--- config.mk ---
export PLATFORM = sky130hd
export DESIGN_NAME = arrow_scroller
export DESIGN_NICKNAME = d
export VERILOG_FILES = /design/src/rtl/arrow_scroller.sv
export SDC_FILE = /design/constraint.sdc
export NUM_CORES = 1
export LEC_CHECK = 0
export CAP_MARGIN = 20
export CORE_MARGIN = 1.5
export CORE_UTILIZATION = 56
export DETAILED_ROUTE_END_ITERATION = 12
export PLACE_DENSITY = 0.85
export SLEW_MARGIN = 10
export SYNTH_ARGS = -nofsm -noshare
export SYNTH_HDL_FRONTEND = slang
export SYNTH_SLANG_ARGS = --single-unit
--- constraint.sdc ---
create_clock -name Clk -period 8.2 [get_ports Clk]
set_input_delay 1.64 -clock Clk [delete_from_list [all_inputs] [get_ports Clk]]
set_output_delay 1.64 -clock Clk [all_outputs]
set_load 0.01 [all_outputs]
--- src/rtl/arrow_scroller.sv ---
// Beatmap-driven arrow spawner/scroller: walks the beatmap ROM, spawns arrows into two lanes,
// scrolls them once per frame and retires them on judge acknowledge (hit) or on reaching the top (miss).

module arrow_scroller_lane #(
    parameter logic [9:0] START_Y = 10'd480,
    parameter logic [9:0] MISS_Y  = 10'd16,
    parameter logic [3:0] SPEED   = 4'd2
) (
    input  logic       Clk,
    input  logic       Reset_n,
    input  logic       i_clr,
    input  logic       i_tick,
    input  logic       i_ack,
    input  logic       i_spawn,
    input  logic [3:0] i_spawn_id,
    output logic [3:0] o_id,
    output logic [9:0] o_posy,
    output logic       o_hit,
    output logic       o_miss
);
    logic [3:0] r_id;
    logic [9:0] r_posy;
    logic       w_occ;

    assign w_occ  = (r_id != 4'd0);
    // A judge ack on the same Clk as the miss condition takes priority.
    assign o_hit  = w_occ & i_ack & ~i_clr;
    assign o_miss = w_occ & ~i_ack & i_tick & (r_posy <= MISS_Y) & ~i_clr;
    assign o_id   = r_id;
    assign o_posy = r_posy;

    always_ff @(posedge Clk or negedge Reset_n) begin
        if (!Reset_n) begin
            r_id   <= 4'd0;
            r_posy <= START_Y;
        end else if (i_clr || o_hit || o_miss) begin
            r_id   <= 4'd0;
            r_posy <= START_Y;
        end else if (w_occ && i_tick) begin
            r_posy <= r_posy - {6'd0, SPEED};
        end else if (!w_occ && i_spawn) begin
            r_id   <= i_spawn_id;
            r_posy <= START_Y;
        end
    end
endmodule

module arrow_scroller #(
    parameter logic [9:0] START_Y = 10'd480,
    parameter logic [9:0] MISS_Y  = 10'd16,
    parameter logic [3:0] SPEED   = 4'd2,
    parameter int         ADDR_W  = 8
) (
    input  logic              Clk,
    input  logic              Reset_n,
    input  logic              vs,
    input  logic              start,
    output logic [ADDR_W-1:0] rom_addr,
    input  logic [7:0]        rom_data,
    output logic [3:0]        spriteID2,
    output logic [9:0]        posY2,
    output logic [3:0]        spriteID3,
    output logic [9:0]        posY3,
    input  logic              sprite2hit,
    input  logic              sprite3hit,
    output logic              miss_pulse,
    output logic [7:0]        miss_count,
    output logic [7:0]        hit_count,
    output logic              done
);
    localparam int NUM_LANES = 2;

    typedef enum logic [2:0] {
        S_IDLE, S_FETCH, S_LOAD, S_WAIT_GAP, S_SPAWN, S_DRAIN
    } state_t;

    state_t                       r_state;
    logic [ADDR_W-1:0]            r_addr;
    logic [1:0]                   r_dir;
    logic [4:0]                   r_gap;
    logic                         r_vs_s1, r_vs_s2, r_vs_s3;
    logic                         r_miss_pulse, r_done;
    logic [7:0]                   r_miss_cnt, r_hit_cnt;

    logic                         w_tick, w_start_ok, w_spawn_go, w_lane;
    logic [3:0]                   w_spawn_id;
    logic [NUM_LANES-1:0]         w_ack, w_spawn, w_hit, w_miss;
    logic [NUM_LANES-1:0][3:0]    w_id;
    logic [NUM_LANES-1:0][9:0]    w_posy;
    logic [1:0]                   w_hit_n, w_miss_n;

    function automatic logic [7:0] sat_add(input logic [7:0] a, input logic [1:0] n);
        logic [8:0] s;
        s = {1'b0, a} + {7'd0, n};
        return s[8] ? 8'hFF : s[7:0];
    endfunction

    assign w_tick     = r_vs_s2 & ~r_vs_s3;
    assign w_start_ok = start && (r_state == S_IDLE || r_state == S_DRAIN);
    assign w_lane     = r_dir[1];
    assign w_spawn_go = (r_state == S_SPAWN) && (w_id[w_lane] == 4'd0);
    assign w_spawn    = {w_spawn_go & w_lane, w_spawn_go & ~w_lane};
    assign w_ack      = {sprite3hit, sprite2hit};
    assign w_hit_n    = {1'b0, w_hit[0]} + {1'b0, w_hit[1]};
    assign w_miss_n   = {1'b0, w_miss[0]} + {1'b0, w_miss[1]};

    always_comb begin
        w_spawn_id = 4'd0;
        case (r_dir)
            2'b00: w_spawn_id = 4'd4;
            2'b01: w_spawn_id = 4'd6;
            2'b10: w_spawn_id = 4'd5;
            2'b11: w_spawn_id = 4'd7;
            default: w_spawn_id = 4'd0;
        endcase
    end

    // Lane 0 is A (up/left), lane 1 is B (down/right).
    for (genvar g = 0; g < NUM_LANES; g++) begin : g_lane
        arrow_scroller_lane #(
            .START_Y (START_Y),
            .MISS_Y  (MISS_Y),
            .SPEED   (SPEED)
        ) u_lane (
            .Clk        (Clk),
            .Reset_n    (Reset_n),
            .i_clr      (w_start_ok),
            .i_tick     (w_tick),
            .i_ack      (w_ack[g]),
            .i_spawn    (w_spawn[g]),
            .i_spawn_id (w_spawn_id),
            .o_id       (w_id[g]),
            .o_posy     (w_posy[g]),
            .o_hit      (w_hit[g]),
            .o_miss     (w_miss[g])
        );
    end

    always_ff @(posedge Clk or negedge Reset_n) begin
        if (!Reset_n) begin
            r_state      <= S_IDLE;
            r_addr       <= '0;
            r_dir        <= 2'd0;
            r_gap        <= 5'd0;
            r_vs_s1      <= 1'b0;
            r_vs_s2      <= 1'b0;
            r_vs_s3      <= 1'b0;
            r_miss_pulse <= 1'b0;
            r_done       <= 1'b0;
            r_miss_cnt   <= 8'd0;
            r_hit_cnt    <= 8'd0;
        end else begin
            r_vs_s1      <= vs;
            r_vs_s2      <= r_vs_s1;
            r_vs_s3      <= r_vs_s2;
            r_miss_pulse <= |w_miss;
            if (w_start_ok) begin
                r_miss_cnt <= 8'd0;
                r_hit_cnt  <= 8'd0;
            end else begin
                r_miss_cnt <= sat_add(r_miss_cnt, w_miss_n);
                r_hit_cnt  <= sat_add(r_hit_cnt, w_hit_n);
            end
            case (r_state)
                S_IDLE, S_DRAIN: begin
                    if (w_start_ok) begin
                        r_addr  <= '0;
                        r_done  <= 1'b0;
                        r_state <= S_FETCH;
                    end else if (r_state == S_DRAIN) begin
                        r_done  <= (w_id[0] == 4'd0) && (w_id[1] == 4'd0);
                    end
                end
                S_FETCH: r_state <= S_LOAD;
                S_LOAD: begin
                    r_dir   <= rom_data[6:5];
                    r_gap   <= rom_data[4:0];
                    r_state <= rom_data[7] ? S_WAIT_GAP : S_DRAIN;
                end
                S_WAIT_GAP: begin
                    if (r_gap == 5'd0)
                        r_state <= S_SPAWN;
                    else if (w_tick)
                        r_gap <= r_gap - 5'd1;
                end
                S_SPAWN: begin
                    // The address wraps naturally; the map terminates itself with valid=0.
                    if (w_spawn_go) begin
                        r_addr  <= r_addr + 1'b1;
                        r_state <= S_FETCH;
                    end
                end
                default: r_state <= S_IDLE;
            endcase
        end
    end

    assign rom_addr   = r_addr;
    assign spriteID2  = w_id[0];
    assign posY2      = w_posy[0];
    assign spriteID3  = w_id[1];
    assign posY3      = w_posy[1];
    assign miss_pulse = r_miss_pulse;
    assign miss_count = r_miss_cnt;
    assign hit_count  = r_hit_cnt;
    assign done       = r_done;
endmodule

==> impl_metrics.env, run 1 <==
export IMPL_cts_clk_slew_worst_paths_ns=0.07
export IMPL_comb_power_share_pct=41.4
export IMPL_max_cap_viol_count=0
export IMPL_critical_path_peak_fanout=6
export IMPL_cts_hold_buf=0
export IMPL_clk_insertion_delay_late_ns=0.35
export IMPL_grtUsageTotal_pct=25.62
export IMPL_synth_yosys_warnings=0
export IMPL_syn_mean_instance_area_um2=9.918
export IMPL_rsz0062_at_grt="false"
export IMPL_grt_first_pass_wirelength_um=12970
export IMPL_worst_slew_pin_transition_ns=0.7755
export IMPL_routed_via_density=6.059
export IMPL_slew_limit_headroom_pct=48.30
export IMPL_commonest_cells_after_routing_fill_and_taps_aside="62 x sky130_fd_sc_hd__clkdlybuf4s50_1, 55 x sky130_fd_sc_hd__dfrtp_1, 29 x sky130_fd_sc_hd__a21oi_1, 25 x sky130_fd_sc_hd__nor2_1, 22 x sky130_fd_sc_hd__nand2_1"
export IMPL_pin_count=68
export IMPL_path_class="input pin to flop"
export IMPL_synth_enable_flop_cells=0
export IMPL_die_area_mm2=0.006772
export IMPL_most_common_cell_after_layout_fill_and_taps_aside="sky130_fd_sc_hd__clkdlybuf4s50_1"
export IMPL_cts_root_buffer_cell="sky130_fd_sc_hd__clkbuf_8"
export IMPL_cellLeakagePower_nw=1.790
export IMPL_grt_antenna_before_repair=0
export IMPL_dpl_hpwl_um=5539
export IMPL_min_period_over_period_pct=50.94
export IMPL_synth_cell_types=68
export IMPL_hold_path_class="flop to flop"
export IMPL_run_status="complete, no violations"
export IMPL_fill_cells=424
export IMPL_globalRoute_totalOverflow=0
export IMPL_timing_clock_skew_ns=0.009671
export IMPL_via_count=2999
export IMPL_final_critical_path_setup_slack_ns=4.023
export IMPL_critPathCaptureType="flop"
export IMPL_multi_input_comb_area_mm2=0.001768
export IMPL_core_rowCount=28
export IMPL_die_x_um=82.29
export IMPL_power_switching_share_pct=40.22
export IMPL_design_internal_power_uw=775.4
export IMPL_placed_cells=479
export IMPL_final_instance_count_excl_fill=495
export IMPL_post_synth_instance_area_mm2=0.003521
export IMPL_postCtsSetupBuffers=0
export IMPL_htree_num_levels=3
export IMPL_cts_tree="done"
export IMPL_grt_start_max_net_pins=64
export IMPL_placement_io_buffers=63
export IMPL_post_route_cells_drive_above_1_share_pct=12.14
export IMPL_rr_startpoint="g_lane[1].u_lane.o_posy[7]$_DFFE_PN1P_"
export IMPL_final_setup_viol_count=0
export IMPL_route_detailed_wl_per_inst_um=16.05
export IMPL_final_hold_worst_slack_ns=0.3918
export IMPL_power_density_mw_per_mm2=296.9
export IMPL_report_power_total_mw=1.297
export IMPL_tritoncts_num_sinks=63
export IMPL_timing_startpoint_of_the_critical_path="sprite2hit"
export IMPL_primary_flip_flop_cell_chosen_by_synthesis_mapping="sky130_fd_sc_hd__dfrtp_1"
export IMPL_core_area_mm2=0.005991
export IMPL_preCtsSetupSlack_ns=3.722
export IMPL_max_clock_path_buffers=2
export IMPL_finalSetupTns_ns=0
export IMPL_postSynthCellCount=355
export IMPL_switching_power_uw=521.7
export IMPL_die_height_um=82.29
export IMPL_postSynthRegisterBits=63
export IMPL_timing_final_max_slew_violations=0
export IMPL_seq_power_share_pct=37.1
export IMPL_vdd_ir_drop_worst_mv=0.2061
export IMPL_ant_nets=0
export IMPL_period_needed_ns=4.177
export IMPL_floorplan_initialDensity_pct=58.77
export IMPL_cts_made_buffers=9
export IMPL_routed_wirelength_um=7944
export IMPL_layout_area_seq_mm2=0.001587
export IMPL_post_route_drc_count=0
export IMPL_diodes=0
export IMPL_critPathLaunchType="input pin"
export IMPL_sequential_cell_area_fraction_in_the_yosys_report_pct=45.06
export IMPL_detailedRoute_firstIterationViolations=222
export IMPL_firstDrtPassIters=4
export IMPL_finish_net_count=438
export IMPL_timing_final_hold_violations=0
export IMPL_crit_required_ns=8.47
export IMPL_cts_resized=0
export IMPL_postSynth_asyncResetShare_pct=100.0
export IMPL_first_global_vias=2825
export IMPL_timing_fmax_ghz=0.2394
export IMPL_share_clk_of_total_power_pct=21.4
export IMPL_area_growth_syn_to_layout_pct=24.09
export IMPL_worst_ep_arrival_time_ns=4.44
export IMPL_gp_routability_congestion=0.8299
export IMPL_hold_path_startpoint="r_vs_s1$_DFF_PN0_"
critical path: stages:
cell and delay, ns:
sky130_fd_sc_hd__clkdlybuf4s50_1 0.50, sky130_fd_sc_hd__nor4_1 0.46, sky130_fd_sc_hd__and3_1 0.27, sky130_fd_sc_hd__nand3_1 0.11, sky130_fd_sc_hd__fa_1 0.41, sky130_fd_sc_hd__inv_1 0.09
sky130_fd_sc_hd__ha_1 0.22, sky130_fd_sc_hd__and4_1 0.25, sky130_fd_sc_hd__nand4_1 0.26, sky130_fd_sc_hd__a21oi_1 0.22
path summary, 6_finish.rpt:
kind,end,slack [ns],cells past startpoint
worst max-delay path,miss_count[0]$_DFF_PN0_,4.02,10
worst min-delay path,r_vs_s2$_DFF_PN0_,0.39,0
worst max register to register,miss_count[0]$_DFF_PN0_,5.16,9
worst min register to register,r_vs_s2$_DFF_PN0_,0.39,0
max in group asynchronous,miss_count[5]$_DFF_PN0_,6.24,2
min in group asynchronous,r_gap[2]$_DFFE_PN0P_,1.45,2
routing by layer:
metal | vias up | GRT usage, % | part of all wire (%)
met5 | - | 0 | 0
met4 | 0 | 11.19 | 2.4
met3 | 21 | 8.352 | 7.5
met2 | 108 | 40.33 | 48
met1 | 1443 | 32.23 | 42
li1 | 1427 | - | -
cell usage after synthesis, types with 3 or more instances:
cell type / instances / area (um2)
sky130_fd_sc_hd__a21oi_1: 29 / 145.1
sky130_fd_sc_hd__o211ai_1: 4 / 30.03
sky130_fd_sc_hd__nand2_1: 22 / 82.58
sky130_fd_sc_hd__nor3b_1: 7 / 52.55
sky130_fd_sc_hd__a22o_1: 3 / 26.28
sky130_fd_sc_hd__o2bb2ai_1: 3 / 26.28
sky130_fd_sc_hd__nand3_1: 8 / 40.04
sky130_fd_sc_hd__nand2b_1: 8 / 50.05
sky130_fd_sc_hd__buf_4: 4 / 30.03
sky130_fd_sc_hd__buf_2: 6 / 30.03
sky130_fd_sc_hd__dfstp_2: 8 / 210.2
sky130_fd_sc_hd__a211oi_1: 6 / 45.04
sky130_fd_sc_hd__nor4_1: 8 / 50.05
sky130_fd_sc_hd__o21ai_0: 7 / 35.03
sky130_fd_sc_hd__nor4b_1: 3 / 26.28
sky130_fd_sc_hd__xnor2_1: 8 / 70.07
sky130_fd_sc_hd__and3_1: 3 / 18.77
sky130_fd_sc_hd__o21a_1: 3 / 22.52
sky130_fd_sc_hd__a21o_1: 3 / 22.52
sky130_fd_sc_hd__nor2_1: 26 / 97.59
sky130_fd_sc_hd__clkbuf_1: 6 / 22.52
sky130_fd_sc_hd__nor3_1: 17 / 85.08
sky130_fd_sc_hd__xor2_1: 5 / 43.79
sky130_fd_sc_hd__or4_1: 3 / 22.52
sky130_fd_sc_hd__dfrtp_1: 55 / 1376
sky130_fd_sc_hd__or3_1: 4 / 25.02
sky130_fd_sc_hd__o31ai_1: 4 / 30.03
sky130_fd_sc_hd__ha_1: 7 / 87.58
sky130_fd_sc_hd__nand4_1: 8 / 50.05
sky130_fd_sc_hd__inv_1: 19 / 71.32
sky130_fd_sc_hd__mux2_2: 6 / 67.56
sky130_fd_sc_hd__a31o_2: 3 / 26.28
state kept, by name, summed over array words and instances, names as in the netlist:
name                  count
r_state                   3
miss_pulse                1
r_vs_s3                   1
r_dir                     2
r_vs_s1                   1
rom_addr                  8
g_lane.u_lane.o_id        6
r_vs_s2                   1
miss_count                8
hit_count                 8
r_gap                     5
done                      1
g_lane.u_lane.o_posy     18
area by class of cell:
cell class	count	share of cell area (%)
Clock buffer	12	3.551
Clock inverter	4	1.231
Inverter	19	1.632
Multi-Input combinational cell	257	40.46
Sequential cell	63	36.31
Tap cell	75	2.148
Timing Repair Buffer	65	14.66
power groups by stage:
stage / Clock, mW / Combinational, mW / Sequential [mW]
after detailed placement: 0 / 0.530 / 0.483
final: 0.278 / 0.537 / 0.481
after CTS: 0.284 / 0.536 / 0.479
after global placement: 0 / 0.516 / 0.480
after floorplan: 0 / 0.379 / 0.464
after global routing: 0.297 / 0.595 / 0.493
cells by family (layout without fill, tap and decap cells):
| group | Yosys count | in the layout | share of synthesized area (%) |
|---|---|---|---|
| AOI/OAI and AO/OA | 87 | 87 | 18.44 |
| xor gates and xnor gates | 13 | 13 | 3.234 |
| adders and majority gates | 9 | 9 | 3.625 |
| buffers and inverters | 38 | 100 | 5.117 |
| DFF | 63 | 63 | 45.06 |
| muxes | 8 | 8 | 2.487 |
| other | 1 | 4 | 0.1065 |
| and+or+nand+nor | 136 | 136 | 21.93 |
metrics by stage:
step	utilization (%)	cell area, um2
detailed placement	69.44	4160
global route	72.93	4369
floorplan	-	3532
finish	72.93	4369
CTS	72.93	4369
global placement	69.44	4160
(Power assumes the default switching activity.)
==> run 2, diff against run 1 <==
--- a/config.mk
+++ b/config.mk
@@ -7,9 +7,9 @@
 export LEC_CHECK = 0
 export CAP_MARGIN = 20
 export CORE_MARGIN = 1.5
-export CORE_UTILIZATION = 56
+export CORE_UTILIZATION = 47
 export DETAILED_ROUTE_END_ITERATION = 12
-export PLACE_DENSITY = 0.85
+export PLACE_DENSITY = 0.76
 export SLEW_MARGIN = 10
 export SYNTH_ARGS = -nofsm -noshare
 export SYNTH_HDL_FRONTEND = slang
==> constraint.sdc (replaced) <==
create_clock -name Clk -period 3.45 [get_ports Clk]
set_input_delay 0.69 -clock Clk [delete_from_list [all_inputs] [get_ports Clk]]
set_output_delay 0.69 -clock Clk [all_outputs]
set_load 0.01 [all_outputs]
==> impl_metrics.env, run 2 (synthesis gave the netlist of run 1 again) <==
export IMPL_critical_path_peak_fanout=6
export IMPL_final_critical_path_setup_slack_ns=0.4120
export IMPL_dpl_hpwl_um=5937
export IMPL_post_route_cells_drive_above_1_share_pct=13.79
export IMPL_htree_num_levels=3
export IMPL_run_status="complete, no violations"
export IMPL_timing_final_max_slew_violations=0
export IMPL_cts_clk_slew_worst_paths_ns=0.07
export IMPL_rrSetupSlack_ns=0.48
export IMPL_area_growth_syn_to_layout_pct=26.65
export IMPL_core_rowCount=31
export IMPL_post_route_drc_count=0
export IMPL_tritoncts_num_sinks=63
export IMPL_die_x_um=89.55
export IMPL_first_global_vias=2858
export IMPL_period_needed_ns=3.038
export IMPL_die_area_mm2=0.008019
export IMPL_grt_start_max_net_pins=27
export IMPL_max_cap_viol_count=0
export IMPL_switching_power_mw=1.220
export IMPL_cellLeakagePower_nw=1.839
export IMPL_clk_insertion_delay_late_ns=0.33
export IMPL_grt_antenna_before_repair=0
export IMPL_core_area_mm2=0.007253
export IMPL_preCtsSetupSlack_ns=0.08198
export IMPL_power_density_mw_per_mm2=695.2
export IMPL_detailedRoute_firstIterationViolations=147
export IMPL_cts_root_buffer_cell="sky130_fd_sc_hd__clkbuf_8"
export IMPL_fill_cells=617
export IMPL_placed_cells=511
export IMPL_diodes=0
export IMPL_design_internal_power_mw=1.880
export IMPL_routed_via_density=5.712
export IMPL_final_setup_viol_count=0
export IMPL_slew_limit_headroom_pct=55.77
export IMPL_floorplan_initialDensity_pct=48.54
export IMPL_cts_tree="done"
export IMPL_comb_power_share_pct=42.2
export IMPL_share_clk_of_total_power_pct=21.6
export IMPL_seq_power_share_pct=36.2
export IMPL_timing_clock_skew_ns=0.006512
export IMPL_path_class="input pin to flop"
export IMPL_finish_utilization_pct=61.48
export IMPL_hold_path_class="input pin to asynchronous set/reset pin"
export IMPL_min_period_over_period_pct=88.06
export IMPL_firstDrtPassIters=4
export IMPL_most_common_cell_after_layout_fill_and_taps_aside="sky130_fd_sc_hd__clkdlybuf4s50_1"
export IMPL_max_clock_path_buffers=2
export IMPL_route_detailed_wl_per_inst_um=15.42
export IMPL_worst_slew_pin_transition_ns=0.6542
export IMPL_finalSetupTns_ns=0
export IMPL_cts_resized=0
export IMPL_critPathLaunchType="input pin"
export IMPL_timing_reg2reg_worst_path_depth=9
export IMPL_final_hold_worst_slack_ns=0.3529
export IMPL_pin_count=68
export IMPL_timing_final_hold_violations=0
export IMPL_routed_wirelength_um=8125
export IMPL_placement_io_buffers=63
export IMPL_cts_hold_buf=0
export IMPL_critPathCaptureType="flop"
export IMPL_die_height_um=89.55
export IMPL_power_switching_share_pct=39.36
export IMPL_commonest_cells_after_routing_fill_and_taps_aside="62 x sky130_fd_sc_hd__clkdlybuf4s50_1, 55 x sky130_fd_sc_hd__dfrtp_1, 29 x sky130_fd_sc_hd__a21oi_1, 25 x sky130_fd_sc_hd__nor2_1, 22 x sky130_fd_sc_hd__nand2_1"
export IMPL_globalRoute_totalOverflow=0
export IMPL_largest_reg_flops=18
export IMPL_gp_routability_congestion=0.8152
export IMPL_vdd_ir_drop_worst_mv=0.3245
export IMPL_via_count=3010
export IMPL_rsz0062_at_grt="false"
export IMPL_worst_ep_arrival_time_ns=3.29
export IMPL_grt_first_pass_wirelength_um=13320
export IMPL_ant_nets=0
export IMPL_timing_fmax_ghz=0.3292
export IMPL_grtUsageTotal_pct=21.63
export IMPL_final_instance_count_excl_fill=527
export IMPL_postCtsSetupBuffers=0
export IMPL_cts_made_buffers=9
export IMPL_finish_net_count=446
export IMPL_crit_required_ns=3.70
[run 2: metrics by stage]
stage,instance area (um2),power [mW]
2_1_floorplan,3532,2.004
3_3_place_gp,4250,2.402
3_5_place_dp,4250,2.436
4_1_cts,4459,3.118
5_1_grt,4459,3.326
6_report,4459,3.100
[run 2: cell type report]
cell class | count | area [um2] | share of cell area [%]
inverter | 19 | 71.32 | 1.599
clock inverter | 3 | 40.04 | 0.8979
timing repair buffer | 73 | 700.7 | 15.71
clock buffer | 13 | 168.9 | 3.788
multi-input combinational | 257 | 1768 | 39.65
tap | 99 | 123.9 | 2.778
sequential | 63 | 1587 | 35.58
[run 2: layer usage]
layer  share of wire [%]  GRT usage, %  routed length (um)  vias to the layer above
met4                 1.6         9.091                 130                        0
met3                 4.2         3.601                 338                       10
li1                    -             -                   -                     1438
met2                  49         34.60                3984                       85
met1                  45         29.10                3672                     1477
met5                   0             0                   0                        -
[run 2: final timing paths]
| check | from | to |
|---|---|---|
| max reg2reg | g_lane[1].u_lane.o_posy[7]$_DFFE_PN1P_ | miss_count[1]$_DFF_PN0_ |
| max | sprite2hit | miss_count[1]$_DFF_PN0_ |
| max in group asynchronous | Reset_n | g_lane[0].u_lane.o_id[1]$_DFFE_PN0P_ |
| min | Reset_n | r_gap[4]$_DFFE_PN0P_ |
| min reg2reg | r_vs_s1$_DFF_PN0_ | r_vs_s2$_DFF_PN0_ |
| min in group Clk | r_vs_s1$_DFF_PN0_ | r_vs_s2$_DFF_PN0_ |
[run 2: power groups by stage]
stage / registers (mW) / logic (mW) / clock network (mW)
final: 1.12 / 1.31 / 0.670
after detailed placement: 1.13 / 1.30 / 0
after global placement: 1.13 / 1.28 / 0
after global routing: 1.15 / 1.45 / 0.725
after floorplan: 1.10 / 0.900 / 0
after CTS: 1.12 / 1.31 / 0.686
[run 2: worst max-delay path: stages]
cell and delay [ns]:
sky130_fd_sc_hd__clkdlybuf4s50_1 0.43, sky130_fd_sc_hd__nor4_1 0.42, sky130_fd_sc_hd__and3_1 0.27, sky130_fd_sc_hd__nand3_1 0.11
sky130_fd_sc_hd__fa_1 0.39, sky130_fd_sc_hd__inv_1 0.08, sky130_fd_sc_hd__ha_1 0.16, sky130_fd_sc_hd__and4_1 0.24
sky130_fd_sc_hd__nand4_1 0.27, sky130_fd_sc_hd__a21oi_1 0.22
